[src/rtl/mem_bus_pkg.sv]
// Shared types for the native valid/ready memory bus initiator.
package mem_bus_pkg;

  typedef enum logic [1:0] {
    IDLE = 2'd0,
    REQ  = 2'd1,
    RSP  = 2'd2
  } initiator_state_t;

  localparam logic [3:0] WSTRB_READ = 4'b0000;

  typedef struct packed {
    logic [31:0] addr;
    logic [31:0] wdata;
    logic [3:0]  wstrb;
  } mem_cmd_t;

endpackage

[src/rtl/mem_bus_initiator.sv]
// Single-outstanding initiator for the native memory bus: accepts one command,
// drives the bus until mem_ready or timeout, then holds the response until consumed.
module mem_bus_initiator
  import mem_bus_pkg::*;
#(
  parameter int unsigned TIMEOUT_CYCLES = 1024
) (
  input  logic        clk,
  input  logic        reset,
  input  logic        cmd_valid,
  output logic        cmd_ready,
  input  logic [31:0] cmd_addr,
  input  logic [31:0] cmd_wdata,
  input  logic [3:0]  cmd_wstrb,
  output logic        rsp_valid,
  input  logic        rsp_ready,
  output logic [31:0] rsp_rdata,
  output logic        rsp_err,
  output logic        busy,
  output logic        mem_valid,
  input  logic        mem_ready,
  output logic [31:0] mem_addr,
  output logic [31:0] mem_wdata,
  output logic [3:0]  mem_wstrb,
  input  logic [31:0] mem_rdata,
  output logic [1:0]  dbg_state,
  output logic        dbg_misaligned
);

  localparam int unsigned CNT_W = $clog2(TIMEOUT_CYCLES + 1);
  localparam logic [CNT_W-1:0] CNT_LAST = CNT_W'(TIMEOUT_CYCLES - 1);

  // Handshakes: a transfer happens on any rising edge where valid && ready;
  // valid never depends on ready and payload is held stable while valid is high.
  initiator_state_t state_q, state_d;
  mem_cmd_t         cmd_q, cmd_d;
  logic             mem_valid_q, mem_valid_d;
  logic             rsp_valid_q, rsp_valid_d;
  logic [31:0]      rsp_rdata_q, rsp_rdata_d;
  logic             rsp_err_q, rsp_err_d;
  logic [CNT_W-1:0] cnt_q, cnt_d;
  logic             misaligned_q, misaligned_d;

  always_ff @(posedge clk or posedge reset) begin
    if (reset) begin
      state_q      <= IDLE;
      cmd_q        <= '0;
      mem_valid_q  <= 1'b0;
      rsp_valid_q  <= 1'b0;
      rsp_rdata_q  <= '0;
      rsp_err_q    <= 1'b0;
      cnt_q        <= '0;
      misaligned_q <= 1'b0;
    end else begin
      state_q      <= state_d;
      cmd_q        <= cmd_d;
      mem_valid_q  <= mem_valid_d;
      rsp_valid_q  <= rsp_valid_d;
      rsp_rdata_q  <= rsp_rdata_d;
      rsp_err_q    <= rsp_err_d;
      cnt_q        <= cnt_d;
      misaligned_q <= misaligned_d;
    end
  end

  always_comb begin
    state_d      = state_q;
    cmd_d        = cmd_q;
    mem_valid_d  = mem_valid_q;
    rsp_valid_d  = rsp_valid_q;
    rsp_rdata_d  = rsp_rdata_q;
    rsp_err_d    = rsp_err_q;
    cnt_d        = cnt_q;
    misaligned_d = misaligned_q;
    unique case (state_q)
      IDLE: begin
        if (cmd_valid) begin
          cmd_d.addr   = {cmd_addr[31:2], 2'b00};
          cmd_d.wdata  = cmd_wdata;
          cmd_d.wstrb  = cmd_wstrb;
          misaligned_d = |cmd_addr[1:0];
          mem_valid_d  = 1'b1;
          state_d      = REQ;
        end
      end
      REQ: begin
        cnt_d = cnt_q + 1'b1;
        // A completion in the timeout cycle still counts as success.
        if (mem_ready) begin
          mem_valid_d = 1'b0;
          rsp_rdata_d = (cmd_q.wstrb == WSTRB_READ) ? mem_rdata : 32'h0;
          rsp_err_d   = 1'b0;
          rsp_valid_d = 1'b1;
          state_d     = RSP;
        end else if (cnt_q == CNT_LAST) begin
          mem_valid_d = 1'b0;
          rsp_rdata_d = 32'h0;
          rsp_err_d   = 1'b1;
          rsp_valid_d = 1'b1;
          state_d     = RSP;
        end
      end
      RSP: begin
        if (rsp_ready) begin
          rsp_valid_d = 1'b0;
          cnt_d       = '0;
          state_d     = IDLE;
        end
      end
      default: state_d = IDLE;
    endcase
  end

  always_comb begin
    cmd_ready      = (state_q == IDLE);
    busy           = (state_q != IDLE);
    dbg_state      = state_q;
    dbg_misaligned = misaligned_q;
    mem_valid      = mem_valid_q;
    mem_addr       = cmd_q.addr;
    mem_wdata      = cmd_q.wdata;
    mem_wstrb      = cmd_q.wstrb;
    rsp_valid      = rsp_valid_q;
    rsp_rdata      = rsp_rdata_q;
    rsp_err        = rsp_err_q;
  end

endmodule

[config.mk]
export PLATFORM = sky130hd
export DESIGN_NAME = mem_bus_initiator
export DESIGN_NICKNAME = d
export VERILOG_FILES = /design/src/rtl/mem_bus_pkg.sv /design/src/rtl/mem_bus_initiator.sv
export SDC_FILE = /design/constraint.sdc
export NUM_CORES = 1
export LEC_CHECK = 0
export ABC_CLOCK_PERIOD_IN_PS = 3150
export BUFFER_PORTS_ARGS = -buffer_cell sky130_fd_sc_hd__buf_2
export CAP_MARGIN = 20
export CORE_MARGIN = 2
export CORE_UTILIZATION = 42
export DETAILED_ROUTE_END_ITERATION = 10
export PLACE_DENSITY = 0.77
export SLEW_MARGIN = 20
export SYNTH_ARGS = -nofsm -noshare
export SYNTH_HDL_FRONTEND = slang
export SYNTH_SLANG_ARGS = --single-unit
[constraint.sdc]
create_clock -name clk -period 3.15 [get_ports clk]
set_input_delay 0.315 -clock clk [delete_from_list [all_inputs] [get_ports clk]]
set_output_delay 0.315 -clock clk [all_outputs]
set_load 0.03 [all_outputs]
-- Yosys cells after proc, flatten, opt, wreduce, memory -nomap -nowiden
Cells that the tools add are included.
Widths: inputs -> output; s select.
- $add $sub $neg: 1
- equality and inequality tests: 6
- mux-type cells: 19
- reduce and logical (&&, ||, !) cells: 13
- operators with widths (operator ; count):
    $mux 32 ; 3
    $pmux 11 s2 ; 1
    $add 11x1->11 const B ; 1
    $eq 11x10->1 const B ; 1
    $mux 11 ; 1
    $reduce_and 3->1 ; 3
    $mux 2 ; 4
    $reduce_bool 2->1 ; 4
    $mux 1 ; 7
    $pmux 2 s3 ; 1
    $reduce_and 2->1 ; 3
    $logic_not 4->1 ; 1
    $ne 2x2->1 const B ; 2
    $pmux 1 s2 ; 2
    $ne 3x3->1 const B ; 1
    $eq 2x1->1 const B ; 1
    $eq 2x2->1 const B ; 1
    $logic_not 2->1 ; 1
    $reduce_or 2->1 ; 1
- register bits after elaboration: 115
- output and inout port bits: 108
- word-level logic and storage cells: 49

-- Depth between registers and ports, before layout
Gate-level depths: netlist (run 1).
- depth after elaboration: 4
- gate-level depth with buffers: 5
- mapped depth without buffers: 4

-- Worst setup path after synthesis (run 1)
No wires, ideal clock.
- path type: register to output
- from: reg state_q[0] (netlist: dbg_state[0])
- to: out busy
- arrival time: 1430 ps
- required time: 2835 ps
- slack: 1405 ps
- stages on the path, launching flop included: 4
- path buffers: 1
- path through: dfrtp_1 > buf_2 > nor2_1 > inv_1
- longest elaborated chain between the ends: 1
- ends and longest elaborated chain (item ; RTL line ; RTL):
    from (decl) ; mem_bus_initiator.sv:35 ; initiator_state_t state_q, state_d;
    from (signal assigned) ; mem_bus_initiator.sv:55 ; state_q <= state_d;
    $reduce_bool 2->1 ; mem_bus_initiator.sv:116 ; busy = (state_q != IDLE);
    to (decl) ; mem_bus_initiator.sv:19 ; output logic busy,
Every way passes these cells.

-- Final worst setup path (run 1)
- from: reg state_q[1] (netlist: dbg_state[1])
- to: reg rsp_rdata_q[4] (netlist: rsp_rdata[4])
- longest elaborated chain between the ends: 2
- ends and longest elaborated chain (item ; RTL line ; RTL):
    $eq 2x1->1 ; mem_bus_initiator.sv:75 ; unique case (state_q)
    $reduce_and 2->1 (no source line) ; -- ;
    to (signal assigned) ; mem_bus_initiator.sv:59 ; rsp_rdata_q <= rsp_rdata_d;
    to (decl) ; mem_bus_initiator.sv:39 ; logic [31:0] rsp_rdata_q, rsp_rdata_d;
Every way passes these cells.
A chain may end at the register's enable or synchronous reset.

==> results of run 1 <==
[kinds of logic (layout without fill, tap and decap cells)]
family                   Yosys count  in the layout  share of synthesized area
buffers and inverters             27            253                     0.0316
multiplexers                      69             69                      0.170
AND/OR/NAND/NOR                   41             41                     0.0579
other                              1              2                   0.000823
flip-flops                       115            115                      0.632
AO/OA/AOI/OAI                     54             54                      0.104
XOR/XNOR                           1              1                    0.00192
adder cells (fa/ha/maj)            1              1                    0.00275
[layout make-up]
type                            instances  area [sq um]
Fill cell                             850          4330
Sequential cell                       115          2880
Multi-Input combinational cell        168          1550
Timing Repair Buffer                  216          1120
Clock buffer                           22           443
Clock inverter                         10           180
Tap cell                              140           175
Inverter                                5          22.5
[sequential cells by signal, summed over array words and instances, names as in the netlist]
name / cells
rsp_valid: 1
rsp_err: 1
dbg_state: 2
mem_wdata: 32
mem_valid: 1
rsp_rdata: 32
mem_addr: 30
dbg_misaligned: 1
cnt_q: 11
mem_wstrb: 4
[stage by stage]
| stage | util | instances |
|---|---|---|
| 3_5_place_dp | 0.536 | 643 |
| 6_report | 0.595 | 676 |
| 5_1_grt | 0.595 | 676 |
| 2_1_floorplan | - | 310 |
| 3_3_place_gp | 0.536 | 643 |
| 4_1_cts | 0.595 | 676 |
[power by group]
group / internal [mW] / switching, mW / leakage [nW] / total (mW)
sequential: 2.10 / 0.376 / 1.43 / 2.47
clock: 1.38 / 0.633 / 0.299 / 2.01
combinational: 1.07 / 1.92 / 1.43 / 2.99
total: 4.55 / 2.93 / 3.16 / 7.48
[how the worst min path moves through the flow]
stage	slack [ns]	from	cells past startpoint	end
finish	0.03	cmd_addr[16]	2	mem_addr[16]$_DFFE_PP0P_
CTS	0.003	cmd_addr[16]	2	mem_addr[16]$_DFFE_PP0P_
floorplan	0.45	mem_rdata[0]	1	rsp_rdata[0]$_DFFE_PP0P_
global route	0.001	mem_rdata[5]	2	rsp_rdata[5]$_DFFE_PP0P_
detailed placement	0.43	reset	2	mem_wdata[29]$_DFFE_PP0P_
global placement	0.41	reset	2	mem_wdata[29]$_DFFE_PP0P_
[cells in the final DEF, fill, tap and decap left out, types with 2 or more instances in the layout]
cell        instances
nand4_1             2
mux2_2             60
inv_1               4
a31oi_1             3
nand3_1            11
mux2i_1             3
buf_12              2
buf_2             210
a22o_1              2
clkbuf_1            4
or4_1               3
nand2b_1            2
clkinv_2            3
clkinvlp_4          3
clkbuf_16          16
buf_4               3
dfrtp_1           115
nor2_1              3
bufinv_16           5
a21oi_1             2
o21ai_0             5
a32o_1             32
clkbuf_8            2
conb_1              2
mux2_1              6
o211ai_1            3
nand3b_1            2
nand2_1             5
[routing by layer]
metal  up-vias  track usage  wire length (microns)
met5         -            0                      0
met4         0       0.0659                     96
met3         8       0.0826                    999
met2       153        0.294                   5260
met1      1712        0.218                   4230
li1       1602            -                      -
==> results by group, run 1 <==
Yosys
  – Cells after Synth: 309
  – Top post-synthesis cells by area: dfrtp_1, mux2_2, a32o_1
  – Synth cell types: 45
  – Register area share after synthesis: 0.632
  – List of most frequent post-synthesis cells: dfrtp_1, mux2_2, a32o_1
  – Count leader, synth: dfrtp_1
  – Synth Warn #: 0
  – Post-synth top area share: 0.632
  – Syn_area_per_cell: 14.7 sq um
  – Register bit total from synthesis: 115
  – Synthesized area: 0.00456 sq mm
  – Ys async rst share: 1.00
  – Main flop type after synthesis: dfrtp_1
  – Number of flops mapped to enable cells by yosys: 0
  – Post-synth top area cell: dfrtp_1

STA
  – Setup Skew: 0.00970 ns
  – Final Hold Violating Endpoints: 0
  – RSZ-0062 raised after global routing: no
  – Fin crit period: 1.86 ns
  – Final Setup Violations: 0
  – TNS Setup: 0 ns
  – Tightest Pin Transition: 0.695 ns
  – Hold_ws: 0.0266 ns
  – Period utilisation layout: 0.590
  – Final count of pins violating max slew: 0
  – Rel. slew slack: 0.536
  – Fmax: 0.538 GHz
  – Setup WS post-layout: 1.29 ns

Worst setup path
  – Slowest CP cell: nor2_4
  – Crit-path cells: nand3b_2 > buf_4 > nor2_4 > a32o_1
  – Worst Reg-to-Reg Cells: 4
  – Setup Crit Path Kind: flip-flop to flip-flop
  – CP top delay family: simple AND/OR/NAND/NOR gates
  – Crit end category: flip-flop
  – Max stage delay on crit path: 0.58 ns
  – CP arrival: 2.29 ns
  – CP startpoint kind: flip-flop
  – Critical R2R Capture: rsp_rdata[4]$_DFFE_PP0P_
  – Crit path from: dbg_state[1]$_DFFE_PP0P_
  – WP depth: 4
  – CP Capture Point: rsp_rdata[4]$_DFFE_PP0P_
  – Crit path required time: 3.58 ns
  – RR Startpoint: dbg_state[1]$_DFFE_PP0P_
  – Crit path buf inv count: 1
  – Max Fanout on Critical Path: 34
  – R2R setup slack: 1.29 ns

Placement
  – DP Wirelength: 7.40 mm
  – GPL Wtd Cong: 0.793
  – Port Buffer Count: 210
  – Dpl ws: 1.31 ns
  – Cell Area, Placed: 0.00573 sq mm

Power
  – Total Power: 7.48 mW
  – Pleak: 3.16 nW
  – Power density over the cells: 1170 mW/mm^2
  – Peak VDD IR: 0.684 mV

Clocking
  – CTS Buf Count: 17
  – Clk_lat worst skew: 0.50 ns
  – Sink Count: 115
  – Root Driver: clkbuf_8
  – Post-CTS setup buffers: 0
  – Clock transition at the registers of the reported paths: 0.06 ns
  – Cts hold-fix bufs: 1
  – CTS tree: built
  – H-tree levels: 4
  – Post-CTS Resized: 0
  – Max clock buf depth: 2

Floorplan
  – I/O pins: 213
  – # rows: 38
  – Chip height: 108 microns
  – Die area: 0.0117 sq mm
  – Core Footprint: 0.0107 sq mm
  – Die width: 108 microns
  – Initial Util: 0.426

Run status
  – Status: complete, no violations

Global route
  – First-pass GRT wire length: 16.5 mm
  – Vias in the first global route: 3442
  – Global route total overflow: 0
  – Initial antenna violation count: 0
  – Tot GR Track Use: 0.183
  – Pin count of the biggest net entering global routing: 71

Detailed routing
  – Post-route DRC: 0
  – Avg WL per Cell: 15.7 microns
  – TritonRoute pass-1 iters: 4
  – DR vias/cell: 5.14
  – Final wirelength: 10.6 mm
  – Antenna viol nets, final: 0
  – Initial DRC Count: 186
  – Vias: 3475

Run
  – Max Cap Viol: 0

Cells and area
  – NumNets Final: 629
  – N_diodes: 0
  – Final non-filler cell area: 0.00637 sq mm
  – Layout cells sized above 1: 0.576
  – Synth-to-Final Area Change: 39.7%

Hold path
  – HP Class: primary input to flip-flop
Power figures use the tool's default switching activity.
==> run 2, diff against run 1 <==
- ABC_CLOCK_PERIOD_IN_PS: 3150 -> 1800
- CORE_UTILIZATION: 42 -> 46
- PLACE_DENSITY: 0.77 -> 0.8
- clock period: 3.15 -> 1.8 ns (I/O delays scaled with it)
==> run 2 against run 1 <==
First-iteration DRC count is 19% higher. Die area fell by 8.4%. Combinational power increased by 96%. Register-to-register slack got worse by 1.2 ns. Via count is 17% higher. Worst setup slack lost 1.2 ns. Non-clock buffer count rose by 113. Clock skew rose by 0.0018 ns. Sequential power rose by 80%. Utilization increased by 18 points. Count of clock-buffer cells in the layout fell by 2. Critical endpoint is now rsp_rdata[29]$_DFFE_PP0P_. Largest cell class unchanged. Largest power group unchanged. Highest routed layer unchanged.
==> results by group, run 2 (synthesized netlist as in run 1, its figures left out) <==
Detailed routing
  – Met1 WL: 5.40 mm (+28%)
  – DR vias/cell: 5.23 (+1.7%)
  – Post-route DRC: 0 (unchanged)
  – Top sig layer: met4
  – Met2 routed WL: 7.46 mm (+42%)
  – Initial DRC Count: 221 (+19%)
  – Antenna viol nets, final: 0 (unchanged)
  – TritonRoute pass-1 iters: 5 (+1)
  – Avg WL per Cell: 18.5 microns (+18%)
  – Final wirelength: 14.5 mm (+37%)
  – Met3 wire length: 1.05 mm (+5.0%)
  – Vias: 4082 (+17%)

Worst setup path
  – Crit path required time: 2.19 ns (-1.39 ns)
  – CP arrival: 2.06 ns (-0.23 ns)
  – Max Fanout on Critical Path: 32 (-5.9%)
  – Crit end category: flip-flop
  – CP startpoint kind: flip-flop
  – Setup Crit Path Kind: flip-flop to flip-flop

Global route
  – Pin count of the biggest net entering global routing: 51 (-28%)
  – Tot GR Track Use: 0.274 (+0.0910)
  – First-pass GRT wire length: 22.8 mm (+39%)
  – Global route total overflow: 0 (unchanged)
  – Initial antenna violation count: 1 (+1)
  – Vias in the first global route: 4468 (+30%)

Floorplan
  – Chip height: 104 microns (-4.3%)
  – I/O pins: 213 (unchanged)
  – # rows: 36 (-5.3%)
  – Die width: 104 microns (-4.3%)
  – Core Footprint: 0.00968 sq mm (-9.5%)
  – Initial Util: 0.471 (+0.0446)
  – Die area: 0.0107 sq mm (-8.4%)

Clocking
  – CTS Buf Count: 17 (unchanged)
  – Sink Count: 115 (unchanged)
  – Max clock buf depth: 2 (unchanged)
  – Clock transition at the registers of the reported paths: 0.05 ns (about the same)
  – Root Driver: clkbuf_8
  – Clk_lat worst skew: 0.51 ns (about the same)
  – CTS tree: built
  – H-tree levels: 4 (unchanged)
  – Post-CTS setup buffers: 0 (unchanged)

STA
  – RSZ-0062 raised after global routing: no
  – Setup Skew: 0.0115 ns (+0.00177 ns)
  – Fmax: 0.600 GHz (+12%)
  – Final count of pins violating max slew: 0 (unchanged)
  – Final Hold Violating Endpoints: 0 (unchanged)
  – Period utilisation layout: 0.926 (+0.335)
  – TNS Setup: 0 ns (unchanged)
  – Fin crit period: 1.67 ns (-0.193 ns)
  – Final Setup Violations: 0 (unchanged)

Power
  – Power density over the cells: 1810 mW/mm^2 (+54%)
  – Total Power: 13.6 mW (+81%)
  – Peak VDD IR: 1.25 mV (+83%)
  – Pleak: 3.64 nW (+15%)

Placement
  – Cell Area, Placed: 0.00588 sq mm (+2.5%)
  – DP Wirelength: 8.15 mm (+10%)
  – Port Buffer Count: 210 (unchanged)
  – GPL Wtd Cong: 0.824 (+3.9%)

Cells and area
  – Layout cells sized above 1: 0.499 (-0.0773)
  – NumNets Final: 742 (+18%)
  – Final non-filler cell area: 0.00748 sq mm (+18%)
  – Synth-to-Final Area Change: 64.2%
  – Most common cell after layout, fill and taps aside: buf_2
  – # fillers: 536 (-37%)
  – Commonest non-fill, non-tap cells in the layout: buf_2, dfrtp_1, dlygate4sd3_1, mux2_2, a32o_1

Hold path
  – HP Class: primary input to flip-flop

Run
  – Max Cap Viol: 0 (unchanged)

Run status
  – Status: complete, no violations
## run 2: cell types whose count changed in the layout (fill, tap and decap cells not counted), sizes merged
cell	change
bufinv	-2
dlygate4sd3	+101
clkinv	+2
diode	+1
buf	+12
clkbuf	-2
## run 2: metrics by stage
stage          cells  utilization  hold WS [ns]  worst slack [ns]
2_1_floorplan    310            -         0.313             0.121
5_1_grt          781        0.773        0.0556           0.00735
4_1_cts          780        0.772        0.0402             0.119
6_report         781        0.773        0.0543             0.134
3_3_place_gp     648        0.607         0.206             0.213
3_5_place_dp     648        0.607         0.212             0.121
## run 2: worst max-delay path, cell delays in order, from the launching register on
cell,delay [ns]
dfrtp_1,0.41
ha_1,0.25
and3_2,0.24
nand4_2,0.09
buf_4,0.24
a32o_1,0.31
## run 2: path summary, 6_finish.rpt
path	startpoint	end	slack [ns]	cells after the start
min	mem_ready	rsp_valid$_DFFE_PP0P_	0.05	3
max reg2reg	cnt_q[0]$_DFFE_PP0P_	rsp_rdata[29]$_DFFE_PP0P_	0.13	5
min reg2reg	mem_addr[21]$_DFFE_PP0P_	mem_addr[21]$_DFFE_PP0P_	0.49	1
min in group asynchronous	reset	mem_addr[9]$_DFFE_PP0P_	0.26	3
max in group asynchronous	reset	rsp_valid$_DFFE_PP0P_	0.95	4
max	cnt_q[0]$_DFFE_PP0P_	rsp_rdata[29]$_DFFE_PP0P_	0.13	5
## run 2: repair_timing
action,in CTS,in global routing
hold buffers,102,0
resized for setup,0,1
endpoints found under the hold margin,117,0
setup endpoints to repair,0,30
## run 2: routing by layer
layer  vias up  global-route usage
met4         0               0.150
li1       1825                   -
met5         -                   0
met3        47              0.0824
met1      1988               0.299
met2       222               0.478
## run 2: where the power goes
| group | leakage (nW) | internal (mW) | switching (mW) |
|---|---|---|---|
| clock | 0.282 | 2.15 | 1.12 |
| combinational | 1.93 | 2.20 | 3.65 |
| sequential | 1.43 | 3.67 | 0.774 |
## run 2: area by class of cell
type | instances | area (sq um) | area share
clock inverters | 10 | 134 | 0.0179
repair buffers | 329 | 2290 | 0.306
multi-input cells | 168 | 1550 | 0.207
well taps | 133 | 166 | 0.0222
flip-flops and latches | 115 | 2880 | 0.385
inverters | 5 | 22.5 | 0.00301
diodes | 1 | 2.50 | 0.000334
clock buffers | 20 | 445 | 0.0595
